--- src/rtl/i2s_tdm_tx.sv ---
// I2S / TDM serial transmitter with a single-entry frame holding buffer.
// Define I2S_TDM_TX_UNDERRUN_HOLD_EN to repeat the last loaded frame on underrun (zeros otherwise).
module i2s_tdm_tx #(
   parameter int unsigned SAMPLE_WIDTH = 16,
   parameter int unsigned CHANNELS     = 2,
   parameter int unsigned CLK_DIV      = 4
) (
   input  logic                             clk,
   input  logic                             reset,
   input  logic [CHANNELS*SAMPLE_WIDTH-1:0] sample_data,
   input  logic                             sample_valid,
   output logic                             sample_ready,
   output logic                             underrun,
   input  logic                             underrun_clr,
   output logic                             I2S_BCK,
   output logic                             I2S_LRCK,
   output logic                             I2S_DATA
);

   localparam int unsigned FRAME_BITS = CHANNELS * SAMPLE_WIDTH;
   localparam int unsigned HALF_BITS  = FRAME_BITS / 2;
   localparam int unsigned DIV_W      = (CLK_DIV > 1) ? $clog2(CLK_DIV) : 1;
   localparam int unsigned CNT_W      = $clog2(FRAME_BITS);

   localparam logic [DIV_W-1:0] DIV_LAST = DIV_W'(CLK_DIV - 1);
   localparam logic [CNT_W-1:0] CNT_LAST = CNT_W'(FRAME_BITS - 1);
   localparam logic [CNT_W-1:0] CNT_HALF = CNT_W'(HALF_BITS);

   logic [DIV_W-1:0]      div_q, div_d;
   logic                  bck_q, bck_d;
   logic                  lrck_q, lrck_d;
   logic                  data_q, data_d;
   logic [CNT_W-1:0]      cnt_q, cnt_d;
   logic [FRAME_BITS-1:0] shift_q, shift_d;
   logic [FRAME_BITS-1:0] buf_q, buf_d;
   logic                  full_q, full_d;
   logic                  ready_q, ready_d;
   logic                  underrun_q, underrun_d;

   logic                  div_wrap;
   logic                  bck_fall;
   logic                  frame_load;
   logic                  xfer;
   logic [FRAME_BITS-1:0] uf_frame;
   logic [FRAME_BITS-1:0] load_raw;
   logic [FRAME_BITS-1:0] load_ser;

`ifdef I2S_TDM_TX_UNDERRUN_HOLD_EN
   logic [FRAME_BITS-1:0] last_q, last_d;
   assign uf_frame = last_q;
`else
   assign uf_frame = '0;
`endif

   assign div_wrap   = (div_q == DIV_LAST);
   assign bck_fall   = div_wrap & bck_q;
   assign frame_load = bck_fall & (cnt_q == CNT_LAST);
   assign xfer       = sample_valid & ready_q;
   assign load_raw   = full_q ? buf_q : uf_frame;

   // Reorder the port layout (channel 0 in the LSB slot) into transmit order (channel 0 first).
   for (genvar c = 0; c < CHANNELS; c++) begin : g_slot
      assign load_ser[FRAME_BITS-1-c*SAMPLE_WIDTH -: SAMPLE_WIDTH] =
         load_raw[c*SAMPLE_WIDTH +: SAMPLE_WIDTH];
   end

   always_comb begin
      div_d      = div_q;
      bck_d      = bck_q;
      lrck_d     = lrck_q;
      data_d     = data_q;
      cnt_d      = cnt_q;
      shift_d    = shift_q;
      buf_d      = buf_q;
      full_d     = full_q;
      ready_d    = ready_q;
      underrun_d = underrun_q;
`ifdef I2S_TDM_TX_UNDERRUN_HOLD_EN
      last_d     = last_q;
`endif

      div_d = div_wrap ? '0 : div_q + DIV_W'(1);
      if (div_wrap) begin
         bck_d = ~bck_q;
      end

      // DATA lags the shift register by one bit time, giving the I2S one-bit delay
      // relative to LRCK; the slot-0 bit is the LSB left over from the previous frame.
      if (bck_fall) begin
         data_d = shift_q[FRAME_BITS-1];
         if (frame_load) begin
            cnt_d   = '0;
            shift_d = load_ser;
`ifdef I2S_TDM_TX_UNDERRUN_HOLD_EN
            last_d  = load_raw;
`endif
         end else begin
            cnt_d   = cnt_q + CNT_W'(1);
            shift_d = {shift_q[FRAME_BITS-2:0], 1'b0};
         end
         lrck_d = (cnt_d >= CNT_HALF);
      end

      // A load samples the buffer state from before any same-cycle transfer.
      if (frame_load) begin
         full_d = xfer;
      end else if (xfer) begin
         full_d = 1'b1;
      end
      if (xfer) begin
         buf_d = sample_data;
      end
      ready_d = ~full_d;

      if (frame_load && !full_q) begin
         underrun_d = 1'b1;
      end else if (underrun_clr) begin
         underrun_d = 1'b0;
      end
   end

   always_ff @(posedge clk or posedge reset) begin
      if (reset) begin
         div_q      <= '0;
         bck_q      <= 1'b0;
         lrck_q     <= 1'b0;
         data_q     <= 1'b0;
         cnt_q      <= '0;
         shift_q    <= '0;
         buf_q      <= '0;
         full_q     <= 1'b0;
         ready_q    <= 1'b0;
         underrun_q <= 1'b0;
`ifdef I2S_TDM_TX_UNDERRUN_HOLD_EN
         last_q     <= '0;
`endif
      end else begin
         div_q      <= div_d;
         bck_q      <= bck_d;
         lrck_q     <= lrck_d;
         data_q     <= data_d;
         cnt_q      <= cnt_d;
         shift_q    <= shift_d;
         buf_q      <= buf_d;
         full_q     <= full_d;
         ready_q    <= ready_d;
         underrun_q <= underrun_d;
`ifdef I2S_TDM_TX_UNDERRUN_HOLD_EN
         last_q     <= last_d;
`endif
      end
   end

   assign sample_ready = ready_q;
   assign underrun     = underrun_q;
   assign I2S_BCK      = bck_q;
   assign I2S_LRCK     = lrck_q;
   assign I2S_DATA     = data_q;

endmodule

--- config.mk ---
export PLATFORM = sky130hd
export DESIGN_NAME = i2s_tdm_tx
export DESIGN_NICKNAME = d
export VERILOG_FILES = /design/src/rtl/i2s_tdm_tx.sv
export SDC_FILE = /design/constraint.sdc
export NUM_CORES = 1
export LEC_CHECK = 0
export CORE_MARGIN = 4
export CORE_UTILIZATION = 35
export CTS_CLUSTER_SIZE = 30
export DETAILED_ROUTE_END_ITERATION = 10
export GPL_ROUTABILITY_DRIVEN = 0
export PLACE_DENSITY_LB_ADDON = 0.15
export SLEW_MARGIN = 40
export SYNTH_ARGS = -nofsm -noshare
export SYNTH_HDL_FRONTEND = slang
export SYNTH_SLANG_ARGS = --single-unit
--- constraint.sdc ---
create_clock -name clk -period 4.2 [get_ports clk]
set_input_delay 1.26 -clock clk [delete_from_list [all_inputs] [get_ports clk]]
set_output_delay 1.26 -clock clk [all_outputs]
set_load 0.03 [all_outputs]
==> impl_metrics.ini, run 1 <==
[sta]
setup_viol = 0
skew_ns = 0.00952
period_share_pct = 66.6
hold_violations = 0
slew_viol_final = 0
fmax_mhz = 358
tns_ns = 0
tightest_slew_ns = 0.650
min_period_ns = 2.80
grt_setup_unrepaired = false
max_slew_margin_pct = 56.6

[cells_and_area]
syn_to_final_growth_pct = 21.3
register_area_sq_um = 1900
fillers = 867
final_cell_mix = 76 x dfrtp_1, 43 x nand2_1, 40 x clkdlybuf4s50_1
final_cell_count_no_fill = 439
drive_gt1_share_pct = 16.6
nNetsFinal = 366
num_antenna_cells = 0
final_common_cell = dfrtp_1
utilization_pct = 44.5
multi_input_area_sq_um = 1240

[synthesis]
postSynthAreaPerCell_sq_um = 11.2
synth_cell_types = 24
seq_area_frac_synth_pct = 58.3
syn_nets = 331
yosys_warnings = 0
synth_cells = 292
ys_ff_latch = 76
synth_area_sq_um = 3260

[flow_run]
drv_cap = 0

[floorplanning]
die_w_um = 105
start_util_pct = 36.7
fp.dieH_um = 105
rows = 34
core_sq_um = 8890
pin_count = 41
dieArea_sq_um = 10900

[routing]
ant_nets = 0
num_vias = 2155
via_per_inst = 4.91
drt-total-wl_um = 6170
firstDrtPassIters = 4
drcViolationCount = 0
drtIter0Drc = 67
wl_per_cell_um = 14.1

[placement]
portBuffers = 40
hpwl_um = 3900
dpl.cell_count = 424

[worst_setup_path]
cp_slowest_cell = clkdlybuf4s50_1
max_stage_delay_ns = 0.72
worst_ep_arrival_time_ns = 1.54
startpoint_type = flip-flop
cpLargestDelayFamily = buffers and inverters
rr_worst_depth = 6
crit_buf_inv = 1
worst_r2r_startpoint = cnt_q[0]
end_kind = output port
critPathMaxFanout = 5
r2r_setup_slack_ns = 1.89
worstSetupPathType = reg -> out
required_ns = 2.94
startpoint = I2S_BCK
worstReg2RegEnd = cnt_q[3]
path_cells = clkdlybuf4s50_1

[outcome]
status = finished clean

[worst_hold_path]
hold_path.class = reg -> reg
min_to = div_q[0]
worstHoldPathCells = 1
worstHoldStart = div_q[0]

[global_route]
grt_pass1_wl_um = 10400
grt_antenna_before_repair = 0
grt_max_degree = 72
grt_overflow_total = 0
grt_pass1_vias = 2102
track_usage_pct = 11.9

[clocking]
ctsHoldBuffers = 0
clock_sinks = 76
cts_setup_buffers = 0
cts_resized = 0
cts_buffers = 9
h-tree-depth = 3
cts_buffer_depth = 2
clkTransAtPathRegs_ns = 0.08
root_buffer = clkbuf_8
insertion_delay_ns = 0.34
cts_tree = done

[pwr]
vdd_drop_max_uv = 137
p_leak_nw = 1.84
cellPowerDensity_nw_per_um2 = 354
power breakdown:
part           internal, mW         switching [mW]  leakage [nW]
clock network         0.363                  0.259         0.111
registers             0.731  0.0000000000000000334          1.04
logic                0.0298                 0.0188         0.687
total                  1.12                  0.278          1.84
metrics by stage:
stage | setup slack [ns] | instance area [sq um] | power (mW) | hold slack [ns]
detailed placement | 1.07 | 3730 | 0.797 | 0.434
CTS | 1.36 | 3950 | 1.43 | 0.444
global placement | 1.10 | 3720 | 0.796 | 0.418
finish | 1.40 | 3950 | 1.40 | 0.437
floorplan | 1.00 | 3260 | 0.757 | 0.410
global route | 1.34 | 3950 | 1.45 | 0.456
area by class of cell:
cell class,count,area share [%]
Clock buffer,11,3.83
Clock inverter,4,1.84
Inverter,2,0.316
Multi-Input combinational cell,193,31.4
Sequential cell,76,48.1
Tap cell,108,3.42
Timing Repair Buffer,45,11.1
flip-flops by register name, indices dropped and copies added (netlist names):
signal        count
underrun          1
div_q             2
buf_q            32
I2S_BCK           1
cnt_q             4
sample_ready      1
full_q            1
I2S_DATA          1
shift_q          32
I2S_LRCK          1
synth_stat cells:
master    count  area, sq um
clkbuf_1      6         22.5
nand2_2       1         6.26
o21ai_1       1         5.00
nand3_1       3         15.0
xor2_1        1         8.76
and2_1        2         12.5
buf_4         5         37.5
a221o_1       1         10.0
buf_2         9         45.0
nand2b_1      2         12.5
inv_1         2         7.51
a31oi_1      31          194
buf_6         1         11.3
o22ai_1       1         6.26
nor4_1        1         6.26
and3_1        1         6.26
ha_1          3         37.5
o21ai_0      34          170
dfrtp_1      76         1900
mux2_2       32          360
nand2_1      43          161
nand3b_1      2         15.0
nor2_1        2         7.51
nor2b_1      32          200
how the worst max path moves through the flow:
stage                 to  slack [ns]  cells past startpoint
2_1_floorplan    I2S_BCK        1.00                      1
3_3_place_gp   buf_q[26]        1.10                      4
3_5_place_dp   buf_q[19]        1.07                      4
4_1_cts          I2S_BCK        1.36                      1
5_1_grt          I2S_BCK        1.34                      1
6_report         I2S_BCK        1.40                      1
cells by family after synthesis:
logic type,synth area share (%)
adder cells (fa/ha/maj),1.15
multiplexers,11.1
flip-flops,58.3
XOR/XNOR,0.269
AO/OA/AOI/OAI,11.8
buffers and inverters,3.80
AND/OR/NAND/NOR,13.6
metal layers:
layer  track usage [%]  vias up  wire length [um]
li1                  -     1081                 -
met1              16.5     1033              3080
met5                 0        -                 0
met2              17.3       30              2760
met3              2.36       11               190
met4              6.84        0               142
Note: power is estimated with default switching activity, not from simulation.
==> run 2, diff against run 1 <==
clock period = 2.3 ns   (was 4.2 ns; I/O delays follow)
==> run 2 against run 1 <==
Non-clock buffer count increased by 3; combinational power increased by 91%; power up 65%; wire length decreased by 2.1%; largest cell class unchanged; clock skew barely moved; first-iteration DRC count is 39% lower; flip-flop and latch count did not move; highest routed layer unchanged; largest power group unchanged; sequential power rose by 83%; global-route usage fell by 0.18 points; clock-buffer cell count rose by 2.
==> impl_metrics.ini, run 2 (synthesized netlist as in run 1, its figures left out) <==
[sta]
tightest_slew_ns = 0.553
period_share_pct = 94.3
grt_setup_unrepaired = false
skew_ns = 0.00916
min_period_ns = 2.17
setup_viol = 0
slew_viol_final = 0
max_slew_margin_pct = 63.0
tns_ns = 0
hold_violations = 0
fmax_mhz = 461

[global_route]
grt_overflow_total = 0
grt_antenna_before_repair = 0
grt_pass1_vias = 2276
grt_max_degree = 54
grt_pass1_wl_um = 10400
track_usage_pct = 11.7

[pwr]
cellPowerDensity_nw_per_um2 = 583
vdd_drop_max_uv = 216
p_leak_nw = 1.83

[outcome]
status = finished clean

[cells_and_area]
final_cell_mix = 76 x dfrtp_1, 43 x nand2_1, 40 x clkdlybuf4s50_1
num_antenna_cells = 0
fillers = 841
nNetsFinal = 369
final_common_cell = dfrtp_1
final_cell_count_no_fill = 442
drive_gt1_share_pct = 16.8
reg.largest.list = buf_q: 32 flops, shift_q: 32 flops, cnt_q: 4 flops
syn_to_final_growth_pct = 21.6

[floorplanning]
start_util_pct = 36.7
pin_count = 41
fp.dieH_um = 105
dieArea_sq_um = 10900
rows = 34
core_sq_um = 8890
die_w_um = 105

[clocking]
cts_tree = done
root_buffer = clkbuf_8
cts_setup_buffers = 0
cts_buffer_depth = 2
cts_resized = 0
insertion_delay_ns = 0.33
clock_sinks = 76
cts_buffers = 9
clkTransAtPathRegs_ns = 0.07
ctsHoldBuffers = 0
h-tree-depth = 3

[worst_setup_path]
startpoint = I2S_BCK
startpoint_type = flip-flop
worst_ep_arrival_time_ns = 1.48
cpLargestDelayFamily = buffers and inverters
r2r_setup_slack_ns = 0.57
worst_r2r_startpoint = cnt_q[0]
required_ns = 1.61
worstSetupPathType = reg -> out
path_cells = clkdlybuf4s50_1
end_kind = output port
cp_slowest_cell = clkdlybuf4s50_1
rr_worst_depth = 6
max_stage_delay_ns = 0.71
endpoint = I2S_BCK
cp.depth = 1
worstReg2RegEnd = cnt_q[3]
critPathMaxFanout = 5
crit_buf_inv = 1

[routing]
firstDrtPassIters = 4
drt-total-wl_um = 6040
drtIter0Drc = 41
drcViolationCount = 0
num_vias = 2162
wl_per_cell_um = 13.7
ant_nets = 0
via_per_inst = 4.89

[worst_hold_path]
worstHoldStart = div_q[0]
hold_path.class = reg -> reg

[placement]
hpwl_um = 3950
portBuffers = 40
dpl.cell_count = 427

[flow_run]
drv_cap = 0
## run 2: cell count changes in the layout (fill, tap and decap cells not counted), sizes merged
cell	delta
clkbuf	+2
buf	+3
bufinv	-2
## run 2: layer usage
layer / global-route usage [%] / routed length (um) / vias to the layer above
met2: 19.2 / 3000 / 23
met1: 14.6 / 2780 / 1046
li1: - / - / 1085
met4: 5.79 / 100 / 0
met5: 0 / 0 / -
met3: 2.55 / 155 / 8
## run 2: worst min-delay path by stage
stage	endpoint	slack (ns)	cells after the start
after detailed placement	div_q[0]	0.42	1
after floorplan	div_q[0]	0.41	1
final	div_q[0]	0.43	1
after global routing	div_q[0]	0.45	1
after global placement	div_q[0]	0.42	1
after CTS	div_q[0]	0.43	1
## run 2: per-stage QoR
step / cell area (sq um) / util [%] / setup slack [ns] / power, mW / hold WS (ns)
global placement: 3800 / 42.7 / 0.392 / 1.46 / 0.421
CTS: 3970 / 44.6 / 0.104 / 2.36 / 0.434
global route: 3970 / 44.6 / 0.0884 / 2.42 / 0.449
detailed placement: 3800 / 42.7 / 0.374 / 1.46 / 0.423
finish: 3970 / 44.6 / 0.130 / 2.31 / 0.432
floorplan: 3260 / - / 0.618 / 1.38 / 0.410
## run 2: power breakdown
| group | total (mW) | switching [mW] | leakage (nW) | internal, mW |
|---|---|---|---|---|
| sequential | 1.34 | 0.0000000000000000623 | 1.04 | 1.34 |
| clock | 0.882 | 0.439 | 0.0893 | 0.443 |
| combinational | 0.0930 | 0.0342 | 0.699 | 0.0588 |
| total | 2.31 | 0.473 | 1.83 | 1.84 |
## run 2: area by class of cell
| class | count | area (sq um) | area share (%) |
|---|---|---|---|
| sequential | 76 | 1900 | 48.0 |
| clock inverter | 2 | 10.0 | 0.252 |
| inverter | 2 | 11.3 | 0.284 |
| tap | 108 | 135 | 3.41 |
| multi-input combinational | 193 | 1240 | 31.2 |
| timing repair buffer | 48 | 510 | 12.9 |
| clock buffer | 13 | 159 | 4.01 |
